[config.mk]
export PLATFORM = sky130hd
export DESIGN_NAME = nr_sel_arbiter
export DESIGN_NICKNAME = d
export VERILOG_FILES = /design/src/rtl/nr_sel_arbiter.sv
export SDC_FILE = /design/constraint.sdc
export NUM_CORES = 1
export LEC_CHECK = 0
export ABC_AREA = 1
export ABC_CLOCK_PERIOD_IN_PS = 4000
export BUFFER_PORTS_ARGS = -buffer_cell sky130_fd_sc_hd__clkbuf_2
export CAP_MARGIN = 20
export CORE_AREA = 2 2 39 41
export CTS_BUF_LIST = sky130_fd_sc_hd__clkbuf_4
export DETAILED_ROUTE_END_ITERATION = 8
export DIE_AREA = 0 0 41 43
export PLACE_DENSITY = 0.71
export SETUP_SLACK_MARGIN = 0.15
export SKIP_CTS_REPAIR_TIMING = 1
export SYNTH_ARGS = -nofsm -noshare
export SYNTH_HDL_FRONTEND = slang
export SYNTH_SLANG_ARGS = --single-unit
[constraint.sdc]
create_clock -name clk -period 4 [get_ports clk]
set_clock_uncertainty 0.05 [all_clocks]
set_input_delay 0.4 -clock clk [delete_from_list [all_inputs] [get_ports clk]]
set_output_delay 0.4 -clock clk [all_outputs]
set_load 0.05 [all_outputs]
[src/rtl/nr_sel_arbiter.sv]
// Registered round-robin arbiter feeding the 2-bit-select source mux.
// Optional macro NR_SEL_PARITY_EN adds the registered out_par output.
module nr_sel_arbiter #(
  parameter int unsigned BURST_MAX = 4
) (
  input  logic       clk,
  input  logic       rst,
  input  logic [2:0] req,
  input  logic [2:0] dat,
  input  logic       out_ready,
  output logic       out_valid,
  output logic [1:0] out_sel,
  output logic       out_dat,
  output logic       idle
`ifdef NR_SEL_PARITY_EN
  ,
  output logic       out_par
`endif
);

  typedef enum logic {
    IDLE,
    GRANT
  } state_t;

  localparam logic [3:0] BMAX = 4'(BURST_MAX);
  localparam logic [1:0] SEL_IDLE = 2'b11;

  state_t     state;
  logic [1:0] owner;
  logic [3:0] burst_cnt;

  logic       load;
  logic       keep;
  logic       rot_ok;
  logic       solo;
  logic       go;
  logic [1:0] c1;
  logic [1:0] c2;
  logic [1:0] g_own;
  logic       g_dat;

  // Candidates in rotation order after the current owner.
  always_comb begin
    c1     = (owner == 2'd2) ? 2'd0 : owner + 2'd1;
    c2     = (c1 == 2'd2) ? 2'd0 : c1 + 2'd1;
    load   = !out_valid || out_ready;
    keep   = (state == GRANT) && req[owner]
             && (burst_cnt < BMAX);
    rot_ok = req[c1] || req[c2];
    solo   = req[owner];
    go     = keep || rot_ok || solo;
    g_own  = owner;
    if (!keep && rot_ok) begin
      g_own = req[c1] ? c1 : c2;
    end
    g_dat  = dat[g_own];
  end

  always_ff @(posedge clk) begin
    if (rst) begin
      state     <= IDLE;
      owner     <= 2'd2;
      burst_cnt <= 4'd0;
      out_valid <= 1'b0;
      out_sel   <= SEL_IDLE;
      out_dat   <= 1'b0;
      idle      <= 1'b1;
`ifdef NR_SEL_PARITY_EN
      out_par   <= 1'b0;
`endif
    end else if (load) begin
      if (go) begin
        state     <= GRANT;
        owner     <= g_own;
        burst_cnt <= keep ? burst_cnt + 4'd1 : 4'd1;
        out_valid <= 1'b1;
        out_sel   <= g_own;
        out_dat   <= g_dat;
        idle      <= 1'b0;
`ifdef NR_SEL_PARITY_EN
        out_par   <= ^{g_own, g_dat};
`endif
      end else begin
        // Owner is kept so the next search resumes fairly.
        state     <= IDLE;
        burst_cnt <= 4'd0;
        out_valid <= 1'b0;
        out_sel   <= SEL_IDLE;
        out_dat   <= 1'b0;
        idle      <= 1'b1;
`ifdef NR_SEL_PARITY_EN
        out_par   <= 1'b0;
`endif
      end
    end
  end

endmodule

Word level (Yosys, flattened, before mapping)
Index checks and enable logic that the tools add are counted.
- flip-flop bits (word level): 11
- output and inout port bits: 5
- logic and storage cells: 44
- add/subtract/negate cells: 3
- order comparisons: 5
- equality and inequality tests: 2
- muxes and demuxes: 18
- reductions and logical operators: 10
- operators by type and width (operator ; count):
    $lt 2x3->1 const B ; 4
    $mux 2 ; 5
    $bmux 1 s2 ; 4
    $mux 4 ; 2
    $mux 1 ; 7
    $add 2x1->2 const B ; 2
    $add 4x1->4 const B ; 1
    $eq 2x2->1 const B ; 2
    $logic_or 1x1->1 ; 4
    $lt 4x3->1 const B ; 1
    $logic_and 1x1->1 ; 3
    $logic_not 1->1 ; 2
    $reduce_and 2->1 ; 1

Longest topological paths before layout
- word-level depth: 12
- mapped depth: 11
- gate-level depth less buffers: 11

Worst setup path before layout
No wires, ideal clock.
- path kind: reg-to-reg
- start point: register state
- end point: register out_dat
- library setup time: 0.066 ns
- arrival time: 1.593 ns
- required time: 3.884 ns
- path slack: 2.291 ns
- cell stages (with the launch flop): 9
- path buffers: 0
- clock period less this slack: 1.709 ns
- cells stage by stage: dfxtp_1 inv_1 nor3_1 nand3_4 nand2_2 nand2_1 a21oi_2 nand3_1 a21oi_2
- cells in the longest elaborated chain, start to end: 8
- elaborated cells between the ends (all ways): 12
- ends and longest elaborated chain (element ; line ; text):
    from (decl) ; 29 ; state_t state;
    from (signal assigned) ; 62 ; state <= IDLE;
    from (signal assigned) ; 74 ; state <= GRANT;
    from (signal assigned) ; 86 ; state <= IDLE;
    $logic_and 1x1->1 ; 48 ; keep = (state == GRANT) && req[owner]
    $logic_and 1x1->1 ; 49 ; && (burst_cnt < BMAX);
    $logic_not 1->1 ; 54 ; if (!keep && rot_ok) begin
    $logic_and 1x1->1 ; 54 ;
    $mux 2 ; 54 ;
    $bmux 1 s2 ; 57 ; g_dat = dat[g_own];
    $mux 1 (not written as such) ; 57 ;
    $mux 1 ; 73 ; if (go) begin
    to (signal assigned) ; 79 ; out_dat <= g_dat;
    to (decl) ; 13 ; output logic out_dat,
Several ways; a longest one is shown, not always the timed one. The select of a mux whose other input is x is not followed.
A chain may end at the register's enable or synchronous reset.

Final worst setup path
- start point: register owner[0]
- end point: register out_dat
- cells in the longest elaborated chain, start to end: 12
- elaborated cells between the ends (all ways): 24
- ends and longest elaborated chain (element ; line ; text):
    from (decl) ; 30 ; logic [1:0] owner;
    from (signal assigned) ; 75 ; owner <= g_own;
    $add 2x1->2 or $eq 2x2->1 (tied branches) ; 45 ; c1 = (owner == 2'd2) ? 2'd0 : owner + 2'd1;
    $mux 2 ; 45 ;
    $add 2x1->2 or $eq 2x2->1 (tied branches) ; 46 ; c2 = (c1 == 2'd2) ? 2'd0 : c1 + 2'd1;
    $mux 2 ; 46 ;
    $bmux 1 s2 ; 50 ; rot_ok = req[c1] || req[c2];
    $mux 1 (not written as such) ; 50 ;
    $logic_or 1x1->1 ; 50 ;
    $logic_and 1x1->1 ; 54 ;
    $mux 2 ; 54 ;
    $bmux 1 s2 ; 57 ;
    $mux 1 (not written as such) ; 57 ;
    $mux 1 * ; 73 ;
Mark *: on every way between the ends. The rest lies on a longest branch, timed or not. The select of a mux whose other input is x is not followed.

==> reports/results.txt <==
outcome -> completed
min cycle time layout -> 1.59 ns
Fin Setup TNS -> 0 ns
Yosys cell types -> 19
initial antenna violation count -> 0
Placer Congestion -> 0.787
worst skew pair latency -> 0.27 ns
drt drc -> 0
Worst path slowest cell -> dfxtp_1
First DRT Iteration DRCs -> 8
GRT overflow -> 0
Hold Path Class -> in2reg
Synth top area share -> 34.2%
number of global-route vias before repair -> 548
Detailed Place HPWL -> 1.04 mm
PD cells -> 764 nW/µm²
Leak Pwr -> 0.404 nW
via count -> 634
CP startpoint -> owner[0]
Hold Crit Depth -> 2
IO Pins -> 14
P&R area growth vs syn -> 17.9%
DIE AREA -> 1760 µm²
RSZ-0062 raised after global routing -> no
cell area after synthesis -> 643 µm²
Post-synth EDFFs -> 0
Detailed Route WL -> 1.26 mm
fraction of met3 tracks used by global routing -> 1.57%
CTS tree -> done
CP most frequent cell -> a21oi_2
fmax -> 629 MHz
area of the core -> 1380 µm²
worst vdd ir -> 349 µV
main flop type after synthesis -> dfxtp_1
fraction of registers with async set/reset -> 0%
Synthesis Warnings -> 0
hold wc startpoint -> rst
GRT Max-Usage Layer -> met2
vias per cell -> 5.03
max cap viols -> 0
Worst path max stage delay -> 0.37 ns
Final Net Count -> 121
Setup CP Type -> reg2reg
Global Route Usage Sum -> 17.8%
first-pass GRT wire length -> 2.10 mm
r2r setup slk -> 2.41 ns
sequential area share after synthesis -> 34.2%
max_slew headroom -> 69.1%
I/O Buffers -> 13
Die Span X -> 41 µm
arrival time of the worst setup path -> 1.75 ns
Final setup violation count -> 0
top cells by count, synth -> nand2_1 (23), inv_1 (13), dfxtp_1 (11), nor2_1 (9), nand3_1 (8)
clock root cell -> clkbuf_4
fillcell total -> 139
Tcrit/Tclk final -> 39.8%
Die Y-Extent -> 43 µm
routing usage on met1 -> 21.5%
cells after synthesis -> 93
Yosys reg bits -> 11
clock-pin slew on the worst setup and hold paths -> 0.06 ns
r2r startpoint -> owner[0]
worst-margin pin slew -> 0.462 ns
startpoint types -> flip-flop
CTS buffer count -> 3
row count -> 14
largest net degree at the start of global routing -> 9
post-synth top area cell -> dfxtp_1
Final ANT Viol Nets -> 0
CTS max path bufs -> 2
crit path max fanout -> 6
Max Slew Vio Count -> 0
Syn Nets -> 103
wire length per cell -> 10.0 µm
met2 Track Usage GR -> 27.2%
Syn Area/Cell -> 6.92 µm²
worst reg-to-reg path cell count -> 9
top post-synthesis cells by area -> dfxtp_1 (34%), nand2_1 (13%), inv_1 (7.6%)
antenna cells -> 0
share of layout cells above drive strength 1 -> 28.2%
final hold viol count -> 0
Power, Total -> 0.579 mW
Detailed Routing Iterations Pass 1 -> 4
Critical Path, Cell by Cell -> nor2_1 -> inv_1 -> nand3_2 -> nand3_4 -> nand2_2 -> nand2_1 -> a21oi_2 -> nand3_1 -> a21oi_2
clk sink count -> 11
WP data required -> 4.16 ns
top-count cell post-synth -> nand2_1
Worst setup EP type -> flip-flop
initial core utilization -> 46.5%
htree depth -> 1
[cells by family after synthesis]
kind of cell,count (synthesis),share of synthesized area (%)
AO/OA/AOI/OAI,14,14.6
adder cells (fa/ha/maj),1,1.95
buffers and inverters,14,8.17
AND/OR/NAND/NOR,53,41.1
flip-flops,11,34.2
[per-layer routing]
| metal | routed length (µm) | share of wire (%) |
|---|---|---|
| met5 | 0 | 0 |
| met1 | 584 | 46 |
| met4 | 34 | 2.7 |
| met3 | 33 | 2.6 |
| met2 | 611 | 48 |
[final cells by class]
class / instances / area (µm²) / area share [%]
tap: 16 / 20.0 / 2.64
clock buffer: 4 / 30.0 / 3.96
timing repair buffer: 13 / 65.1 / 8.58
inverter: 14 / 52.6 / 6.93
multi-input combinational: 68 / 370 / 48.8
sequential: 11 / 220 / 29.0
[cell usage in the layout (no fill, tap or decap)]
| cell type | instances |
|---|---|
| o211a_1 | 1 |
| clkbuf_2 | 13 |
| nand3_2 | 3 |
| a21oi_4 | 1 |
| inv_1 | 13 |
| nor2_2 | 2 |
| nor3_1 | 1 |
| nand2_1 | 23 |
| ha_1 | 1 |
| nand3_4 | 1 |
| nor2_1 | 9 |
| a21oi_2 | 2 |
| nand2_2 | 4 |
| nand4_1 | 1 |
| a21oi_1 | 3 |
| inv_2 | 1 |
| dfxtp_1 | 11 |
| o21ai_0 | 7 |
| clkbuf_4 | 4 |
| nand3_1 | 8 |
| nand3b_1 | 1 |
[state kept, by name, summed over array words and instances, names as in the netlist]
name,flops
out_sel,2
out_dat,1
state,1
owner,2
idle,1
burst_cnt,4
[critical path, delay by kind of cell (launching register included)]
kind	cells	cell delay, ns
compound gates	2	0.32
buf+inv	1	0.10
flops	1	0.37
simple gates	6	0.70
[worst paths after layout]
| kind | endpoint |
|---|---|
| setup / recovery | out_dat |
| hold / removal | out_dat |
| setup reg to reg | out_dat |
| hold reg to reg | burst_cnt[3] |
[report_power, final]
part	internal [mW]	total [mW]	switching (mW)
clock	0.0454	0.0806	0.0352
combinational	0.0989	0.326	0.227
sequential	0.144	0.173	0.0284
[stage by stage]
| step | setup slack [ns] | hold slack (ns) | util, % | std cells | cell area [µm²] |
|---|---|---|---|---|---|
| 6_report | 2.41 | 0.300 | 54.8 | 126 | 758 |
| 5_1_grt | 2.29 | 0.299 | 54.8 | 126 | 758 |
| 4_1_cts | 2.41 | 0.294 | 54.8 | 126 | 758 |
| 3_5_place_dp | 2.41 | 0.388 | 52.6 | 122 | 728 |
| 3_3_place_gp | 2.39 | 0.381 | 52.6 | 122 | 728 |
| 2_1_floorplan | 2.29 | 0.369 | - | 93 | 643 |
Note: power is estimated with default switching activity, not from simulation.
